**config.mk**
```make
export PLATFORM = sky130hd
export DESIGN_NAME = hpm_event_collector
export DESIGN_NICKNAME = d
export VERILOG_FILES = /design/src/rtl/hpm_event_collector.sv
export SDC_FILE = /design/constraint.sdc
export NUM_CORES = 1
export LEC_CHECK = 0
export CORE_MARGIN = 3
export CORE_UTILIZATION = 45
export CTS_BUF_LIST = sky130_fd_sc_hd__clkbuf_8
export CTS_CLUSTER_SIZE = 28
export DETAILED_ROUTE_END_ITERATION = 8
export HOLD_SLACK_MARGIN = 0.1
export PLACE_DENSITY_LB_ADDON = 0.25
export SLEW_MARGIN = 20
export SYNTH_ARGS = -nofsm -noshare
export SYNTH_HDL_FRONTEND = slang
export SYNTH_SLANG_ARGS = --single-unit
```
**constraint.sdc**
```tcl
create_clock -name clk_i -period 3 [get_ports clk_i]
set_input_delay 0.3 -clock clk_i [delete_from_list [all_inputs] [get_ports clk_i]]
set_output_delay 0.3 -clock clk_i [all_outputs]
set_load 0.02 [all_outputs]
```
**src/rtl/hpm_event_collector.sv**
```systemverilog
// Converts per-cycle event occurrence counts into 1-bit-per-cycle increment pulses for hpm_counters.
// Each event has a saturating pending accumulator; dropped occurrences raise a sticky lost flag.
module hpm_event_collector #(
    parameter int unsigned HPM_NUM_EVENTS = 28,
    parameter int unsigned CNT_W          = 2,
    parameter int unsigned PEND_W         = 4
) (
    input  logic                             clk_i,
    input  logic                             rstn_i,
    input  logic [HPM_NUM_EVENTS*CNT_W-1:0]  event_cnt_i,
    input  logic                             clear_i,
    output logic [HPM_NUM_EVENTS:1]          events_o,
    output logic [HPM_NUM_EVENTS:1]          lost_o,
    output logic                             busy_o
);

    localparam logic [PEND_W:0] PendMax = (PEND_W + 1)'({PEND_W{1'b1}});

    logic [HPM_NUM_EVENTS:1] pend_nz;

    for (genvar e = 1; e <= HPM_NUM_EVENTS; e++) begin : g_evt
        logic [PEND_W-1:0] pend_q, pend_d;
        logic              events_q, events_d;
        logic              lost_q, lost_d;
        logic [PEND_W:0]   sum;
        logic [PEND_W:0]   rem;
        logic              emit;

        // One bit wider than the accumulator so pend + cnt never wraps.
        always_comb begin
            sum      = {1'b0, pend_q} + (PEND_W + 1)'(event_cnt_i[(e-1)*CNT_W +: CNT_W]);
            emit     = (sum != '0);
            rem      = sum - (PEND_W + 1)'(emit);
            pend_d   = rem[PEND_W-1:0];
            events_d = emit;
            lost_d   = lost_q;
            if (rem > PendMax) begin
                pend_d = '1;
                lost_d = 1'b1;
            end
            if (clear_i) begin
                pend_d   = '0;
                events_d = 1'b0;
                lost_d   = 1'b0;
            end
        end

        always_ff @(posedge clk_i or negedge rstn_i) begin
            if (!rstn_i) begin
                pend_q   <= '0;
                events_q <= 1'b0;
                lost_q   <= 1'b0;
            end else begin
                pend_q   <= pend_d;
                events_q <= events_d;
                lost_q   <= lost_d;
            end
        end

        assign events_o[e] = events_q;
        assign lost_o[e]   = lost_q;
        assign pend_nz[e]  = |pend_q;
    end

    assign busy_o = |pend_nz;

endmodule

```
Yosys cells after proc, flatten, opt, wreduce, memory -nomap -nowiden
Cells that the tools add are included.
{ "totals": {"wordCells": 365, "reg_bits": 168, "output_inout_bits": 57} }
{ "op_classes": {"n_addsub": 56, "reduce_logical": 57, "magnitude_cmp": 28, "mux": 140} }
{ "ops": {"columns": ["op", "count"], "rows": [
  ["4-bit two-way mux", 56],
  ["4-bit by 2-bit adder with 5-bit output", 28],
  ["5-bit by 4-bit greater-than comparator with 1-bit output, second input constant", 28],
  ["5-bit nonzero test", 28],
  ["5-bit by 1-bit subtractor with 5-bit output", 28],
  ["112-bit OR reduction", 1],
  ["1-bit two-way mux", 84],
  ["2-bit nonzero test", 28]
]} }

Depth between registers and ports, before layout
Gate-level depths: netlist of run 1.
{ "depth": {"ltp_word": 6, "mapped_depth": 14, "depth_no_buf": 12} }

Least setup slack after synthesis of run 1
No wires, ideal clock.
{ "synth_timing": {"kind": "reg-to-reg", "start": "reg g_evt[23].pend_q[0]", "end": "reg g_evt[23].lost_q", "arrival_ps": 2790, "path_stages_with_launch": 14, "path_slack_ps": 74, "path_cell_list": "dfrtp_1 -> ha_1 -> inv_1 -> fa_1 -> buf_4 -> and2b_1 -> a21oi_1 -> or4b_4 -> ha_1 -> ha_1 -> clkbuf_1 -> mux2i_1 -> a32oi_1 -> a21oi_1"} }
{ "synth_via": {"elab_chain_len": 5} }
{ "synth_rtl": {"columns": ["item", "line", "source"], "rows": [
  ["start, declared", "22", "logic [PEND_W-1:0] pend_q, pend_d;"],
  ["start signal, assigned", "54", "pend_q <= pend_d;"],
  ["4-bit by 2-bit adder with 5-bit output (*)", "31", "sum = {1'b0, pend_q} + (PEND_W + 1)'(event_cnt_i[(e-1)*CNT_W +: CNT_W]);"],
  ["5-bit nonzero test", "32", "emit = (sum != '0);"],
  ["5-bit by 1-bit subtractor with 5-bit output (*)", "33", "rem = sum - (PEND_W + 1)'(emit);"],
  ["5-bit by 4-bit greater-than comparator with 1-bit output (*)", "37", "if (rem > PendMax) begin"],
  ["2-bit nonzero test (no line) (*)", null, null],
  ["end signal, assigned", "56", "lost_q <= lost_d;"],
  ["end, declared", "24", "logic lost_q, lost_d;"]
]} }
Mark *: on every way between the ends. The rest lies on a longest branch, timed or not.
A chain may end at the register's enable or synchronous reset.

Worst setup path after layout of run 1
{ "layout_timing": {"start": "reg g_evt[26].pend_q[0]", "end": "reg g_evt[26].pend_q[0]"} }
{ "layout_via": {"elab_chain_len": 6} }
{ "layout_rtl": {"columns": ["item", "line", "source"], "rows": [
  ["start, declared", "22", null],
  ["start signal, assigned", "54", null],
  ["4-bit by 2-bit adder with 5-bit output (*)", "31", null],
  ["5-bit nonzero test", "32", null],
  ["5-bit by 1-bit subtractor with 5-bit output (*)", "33", null],
  ["5-bit by 4-bit greater-than comparator with 1-bit output", "37", null],
  ["4-bit two-way mux (*)", "37", null],
  ["4-bit two-way mux (*)", "41", "if (clear_i) begin"],
  ["net g_evt[26].pend_d[0]", "22", null]
]} }
Mark *: on every way through the listed nets, which the timed path passes. The rest lies on a longest branch.

==> impl_metrics.env, run 1 <==
export IMPL_finalSetupViolCount=0
export IMPL_period_needed_ns=2.94
export IMPL_yosys_area_top_type="dfrtp_1"
export IMPL_n_antenna_cell=0
export IMPL_clock_skew_ns=0.0135
export IMPL_clk_latency_ns=0.46
export IMPL_relSlewSlack_pct=34.7
export IMPL_synth_flop_cell="dfrtp_1"
export IMPL_vias=11600
export IMPL_crit_path_max_incr_delay_ns=0.49
export IMPL_setup_worst_path_start="g_evt[26].pend_q[0]"
export IMPL_via_per_inst=5.41
export IMPL_portBuffers=115
export IMPL_worst_pin_slew_ns=0.980
export IMPL_powerDensity_mw_per_mm2=1060
export IMPL_fin_tns_setup_ns=0
export IMPL_synthTopCellsByArea="dfrtp_1 33%, ha_1 11%, a21oi_1 9.2%, inv_1 5.0%, fa_1 4.4%"
export IMPL_netlist_area_mm2=0.0128
export IMPL_period_share_pct=97.9
export IMPL_fmax_mhz=341
export IMPL_synthDistinctLibCells=47
export IMPL_die_h_um=175
export IMPL_crit_fanout=6
export IMPL_grt_pass1_wl_mm=53.4
export IMPL_end_kind="register"
export IMPL_r2r_end="g_evt[26].pend_q[0]"
export IMPL_r2r_setup_slack_ns=0.06
export IMPL_gp_congestion=0.880
export IMPL_avgSynthCellArea_um2=8.72
export IMPL_hold_violations=0
export IMPL_rr_worst_depth=11
export IMPL_final_common_cell="buf_4"
export IMPL_die_area_mm2=0.0306
export IMPL_hp_class="input port to register"
export IMPL_synth_cells=1471
export IMPL_core_area_mm2=0.0279
export IMPL_totalPowerFinal_mw=17.6
export IMPL_maxCapViolCount=0
export IMPL_rsz0062_at_grt="true"
export IMPL_grt_pass1_vias=11200
export IMPL_hpwl_mm=24.2
export IMPL_clockBufferDepth=2
export IMPL_routedWlPerCell_um=15.2
export IMPL_slowest_stage="or4b_4"
export IMPL_root_buffer="clkbuf_8"
export IMPL_setup_ws_ns=0.0632
export IMPL_path_buf_inv=1
export IMPL_p_leak_nw=7.56
export IMPL_syn_nets=1670
export IMPL_startpoint_type="register"
export IMPL_grt_max_degree=169
export IMPL_nets=1956
export IMPL_detail_route_antenna_nets=0
export IMPL_async_flop_share_pct=100
export IMPL_crit_required_ns=3.31
export IMPL_track_usage_pct=21.1
export IMPL_finalWirelength_mm=32.6
export IMPL_critPathKind="register to register"
export IMPL_dp_slack_ns=-0.436
export IMPL_dr_pass1_iters=5
export IMPL_r2r_start="g_evt[26].pend_q[0]"
export IMPL_io_pins=116
export IMPL_drive_above_1_share_pct=22.4
export IMPL_stdcell_count=2147
export IMPL_overflow=0
export IMPL_antenna_found_initial=0
export IMPL_yosys_warnings=0
export IMPL_post_route_drc_count=0
export IMPL_cp_arrival_ns=3.25
export IMPL_drv_slew=0
export IMPL_htreeDepth=4
export IMPL_cp_depth=11
export IMPL_ys_ff_latch=168
export IMPL_cts_buffers=17
export IMPL_cts_tree="done"
export IMPL_ir_drop_mv=0.477
export IMPL_synth_edf_count=0
export IMPL_crit_family="adder cells"
export IMPL_rows=61
export IMPL_syn_to_final_growth_pct=28.8
export IMPL_drt_initial_drc_count=800
export IMPL_final_cell_mix="255 x buf_4, 234 x a21oi_1, 170 x inv_1"
export IMPL_die_w_um=175
export IMPL_crit_end="g_evt[26].pend_q[0]"
export IMPL_synth_top_area_share_pct=32.8
export IMPL_seq_area_frac_synth_pct=32.8
export IMPL_clk_pin_slew_ns=0.10
export IMPL_clkSinkCount=168
export IMPL_crit_chain="ha_1 > inv_1 > fa_1 > and2b_1 > a21oi_1 > or4b_4 > ha_1 > ha_2 > mux2i_1 > a32oi_2 > a21oi_1"
export IMPL_status="finished clean"
export IMPL_initial_core_util_pct=45.9
export IMPL_dp_cells=2096
==> layer usage <==
metal | routed length (um) | share of wire, % | global-route usage [%]
met1 | 14900 | 46 | 28.1
met2 | 16100 | 49 | 36.2
met3 | 986 | 3.0 | 2.93
met4 | 644 | 2.0 | 5.92
met5 | 0 | 0 | 0
==> Yosys cell counts, types with 6 or more instances <==
master / number
a21boi_0: 10
a21o_1: 28
a21oi_1: 235
a31o_2: 6
a31oi_1: 21
a32oi_1: 16
and2b_1: 15
and3_1: 8
buf_4: 65
clkbuf_1: 36
dfrtp_1: 168
fa_1: 28
ha_1: 112
inv_1: 170
mux2i_1: 24
nand2_1: 60
nand2b_1: 16
nand3_1: 25
nand4_1: 12
nor2_1: 92
nor2b_1: 64
nor3_1: 14
nor4_1: 23
o211ai_1: 6
o21ai_0: 32
o22ai_1: 26
o31ai_1: 24
o32a_1: 8
o32ai_1: 24
or2_2: 13
or3_1: 13
or4b_1: 6
or4b_4: 10
xor2_1: 13
==> power breakdown <==
part	internal, mW	switching (mW)	total, mW
sequential	3.11	0.933	4.05
clock	0.828	0.930	1.76
combinational	6.01	5.76	11.8
total	9.95	7.62	17.6
==> sequential cells by signal, summed over array words and instances, names as in the netlist <==
register / cells
g_evt.pend_q: 112
g_evt.events_q: 28
g_evt.lost_q: 28
==> area by class of cell <==
cell class / instances / area, um^2
Inverter: 170 / 638
Multi-Input combinational cell: 1021 / 7600
Sequential cell: 168 / 4210
Clock buffer: 17 / 234
Fill cell: 2469 / 11400
Clock inverter: 14 / 173
Tap cell: 378 / 473
Timing Repair Buffer: 379 / 3200
==> how the worst min path moves through the flow <==
stage,from,to,depth (start not counted)
global placement,g_evt[23].lost_q,g_evt[23].lost_q,2
global route,clear_i,g_evt[27].events_q,2
finish,clear_i,g_evt[21].pend_q[0],2
floorplan,rstn_i,g_evt[10].events_q,0
detailed placement,g_evt[22].lost_q,g_evt[22].lost_q,2
CTS,clear_i,g_evt[21].pend_q[0],2
==> metrics by stage <==
| step | area, um^2 | hold WS, ns | util [%] |
|---|---|---|---|
| after global placement | 15600 | 0.501 | 56.0 |
| final | 16500 | 0.266 | 59.1 |
| after floorplan | 12800 | 0.00441 | - |
| after global routing | 16500 | 0.261 | 59.1 |
| after detailed placement | 15600 | 0.505 | 56.0 |
| after CTS | 16100 | 0.247 | 57.6 |
==> kinds of logic after synthesis <==
kind of cell	Yosys count	share of synthesized area, %
AOI/OAI and AO/OA	456	21.8
xor gates and xnor gates	13	0.888
adders and majority gates	140	15.3
buffers and inverters	282	10.4
DFF	168	32.8
muxes	24	1.87
and+or+nand+nor	388	16.9
==> repair_timing <==
action                                 4_1_cts  5_1_grt
endpoints found under the hold margin      141        0
hold buffers                                 1        0
setup buffers                                1       18
setup endpoints to repair                    7       89
gates resized for setup                      7       79
pin swaps                                    0        9
(Power assumes the default switching activity.)
==> run 2: changes to the inputs <==
--- a/config.mk
+++ b/config.mk
@@ -5,8 +5,10 @@
 export SDC_FILE = /design/constraint.sdc
 export NUM_CORES = 1
 export LEC_CHECK = 0
+export CELL_PAD_IN_SITES_DETAIL_PLACEMENT = 2
+export CELL_PAD_IN_SITES_GLOBAL_PLACEMENT = 2
 export CORE_MARGIN = 3
-export CORE_UTILIZATION = 45
+export CORE_UTILIZATION = 34
 export CTS_BUF_LIST = sky130_fd_sc_hd__clkbuf_8
 export CTS_CLUSTER_SIZE = 28
 export DETAILED_ROUTE_END_ITERATION = 8
==> constraint.sdc (replaced) <==
create_clock -name clk_i -period 3 [get_ports clk_i]
set_input_delay 0.3 -clock clk_i [delete_from_list [all_inputs] [get_ports clk_i]]
set_output_delay 0.3 -clock clk_i [all_outputs]
set_load 0.01 [all_outputs]
==> impl_metrics.env, run 2 (synthesized netlist as in run 1, its figures left out) <==
export IMPL_initial_core_util_pct=34.8
export IMPL_finalSetupViolCount=1
export IMPL_crit_required_ns=3.40
export IMPL_totalPowerFinal_mw=19.9
export IMPL_clock_skew_ns=0.0181
export IMPL_clk_latency_ns=0.51
export IMPL_crit_fanout=4
export IMPL_gr_max_usage_layer="met2"
export IMPL_gp_congestion=0.832
export IMPL_hp_class="input port to asynchronous set/reset pin"
export IMPL_antenna_found_initial=0
export IMPL_slowest_stage="or4b_4"
export IMPL_fin_tns_setup_ns=-0.00794
export IMPL_cts_tree="done"
export IMPL_vias=12600
export IMPL_via_per_inst=5.43
export IMPL_path_common_cell="ha_2"
export IMPL_powerDensity_mw_per_mm2=1150
export IMPL_htreeDepth=4
export IMPL_die_w_um=200
export IMPL_critPathKind="register to register"
export IMPL_core_area_mm2=0.0369
export IMPL_clkSinkCount=168
export IMPL_drv_slew=0
export IMPL_worst_pin_slew_ns=0.789
export IMPL_overflow=0
export IMPL_cp_arrival_ns=3.40
export IMPL_die_h_um=200
export IMPL_detail_route_antenna_nets=0
export IMPL_cts_buffers=17
export IMPL_setup_ws_ns=-0.00794
export IMPL_drt_initial_drc_count=577
export IMPL_crit_chain="ha_2 > inv_2 > fa_2 > nor2b_2 > a21oi_1 > or4b_4 > ha_2 > ha_2 > buf_4 > a21oi_1 > o21ai_0 > o32ai_1"
export IMPL_routedWlPerCell_um=22.6
export IMPL_grt_max_degree=81
export IMPL_n_antenna_cell=0
export IMPL_io_pins=116
export IMPL_fmax_mhz=332
export IMPL_rows=70
export IMPL_track_usage_pct=23.2
export IMPL_nets=2002
export IMPL_portBuffers=115
export IMPL_period_share_pct=100
export IMPL_status="finished, violations left"
export IMPL_p_leak_nw=7.83
export IMPL_final_common_cell="buf_4"
export IMPL_top_regs="g_evt.pend_q: 112 flops, g_evt.events_q: 28 flops, g_evt.lost_q: 28 flops"
export IMPL_finalWirelength_mm=52.4
export IMPL_final_cell_mix="300 x buf_4, 222 x a21oi_1, 169 x inv_1"
export IMPL_gr_usage_met3_pct=2.93
export IMPL_grt_pass1_vias=14100
export IMPL_n_fill_cell=3957
export IMPL_largest_register="g_evt.pend_q"
export IMPL_hold_violations=0
export IMPL_post_route_drc_count=0
export IMPL_use_met1_pct=27.9
export IMPL_syn_to_final_growth_pct=35.4
export IMPL_hpwl_mm=35.2
export IMPL_drive_above_1_share_pct=27.9
export IMPL_crit_path_max_incr_delay_ns=0.51
export IMPL_violations="setup timing"
export IMPL_largest_reg_flops=112
export IMPL_dr_pass1_iters=4
export IMPL_grtUsageMet2_pct=42.0
export IMPL_startpoint_type="register"
export IMPL_end_kind="register"
export IMPL_grt_pass1_wl_mm=75.8
export IMPL_die_area_mm2=0.0401
export IMPL_relSlewSlack_pct=47.4
export IMPL_ir_drop_mv=0.397
export IMPL_clockBufferDepth=2
export IMPL_root_buffer="clkbuf_8"
export IMPL_maxCapViolCount=0
export IMPL_period_needed_ns=3.01
export IMPL_clk_pin_slew_ns=0.11
## run 2: per-layer routing
layer	up-vias	wire length [um]
li1	5832	-
met1	6449	21800
met2	218	27700
met3	89	1180
met4	0	1640
met5	-	0
## run 2: metrics by stage
stage	cells	hold WS [ns]	cell area (um^2)	util, %	setup slack, ns
2_1_floorplan	1471	0.00441	12800	-	0.0737
3_3_place_gp	2251	0.337	16000	43.4	-0.373
3_5_place_dp	2251	0.330	16000	43.4	-0.541
4_1_cts	2290	0.279	16600	45.1	0.0000242
5_1_grt	2320	0.331	17400	47.1	-0.134
6_report	2320	0.314	17400	47.1	-0.00794
## run 2: path summary, 6_finish.rpt
kind	slack (ns)	cells past startpoint	from	to
setup / recovery	-0.008	12	g_evt[7].pend_q[0]	g_evt[7].pend_q[3]
hold / removal	0.31	2	rstn_i	g_evt[9].lost_q
setup reg to reg	-0.008	12	g_evt[7].pend_q[0]	g_evt[7].pend_q[3]
hold reg to reg	0.52	2	g_evt[7].lost_q	g_evt[7].lost_q
max in group asynchronous	1.86	3	rstn_i	g_evt[22].pend_q[0]
min in group clk_i	0.33	2	clear_i	g_evt[14].pend_q[2]
## run 2: report_power, final
part / switching (mW) / internal, mW / leakage (nW)
sequential: 1.06 / 3.11 / 2.17
clock: 0.973 / 0.889 / 0.220
combinational: 7.08 / 6.76 / 5.44
total: 9.12 / 10.8 / 7.83
## run 2: timing repair
item	4_1_cts	5_1_grt
endpoints found under the hold margin	55	0
pin swaps	7	28
gates resized for setup	43	131
setup endpoints to repair	66	124
buffers inserted	6	30
hold buffers	1	0
## run 2: critical path, delay by kind of cell, from the launching register on
kind	cells	cell delay (ns)
and+or+nand+nor	2	0.66
DFF	1	0.41
AOI/OAI and AO/OA	4	0.61
buffers and inverters	2	0.20
adders and majority gates	4	0.99
## run 2: layout make-up
class                   instances  area [um^2]  area share [%]
clock buffers                  24          330            1.90
inverters                     170          638            3.68
repair buffers                425         3540            20.4
flip-flops and latches        168         4210            24.2
clock inverters                 8         92.6           0.533
well taps                     504          631            3.63
multi-input cells            1021         7920            45.6
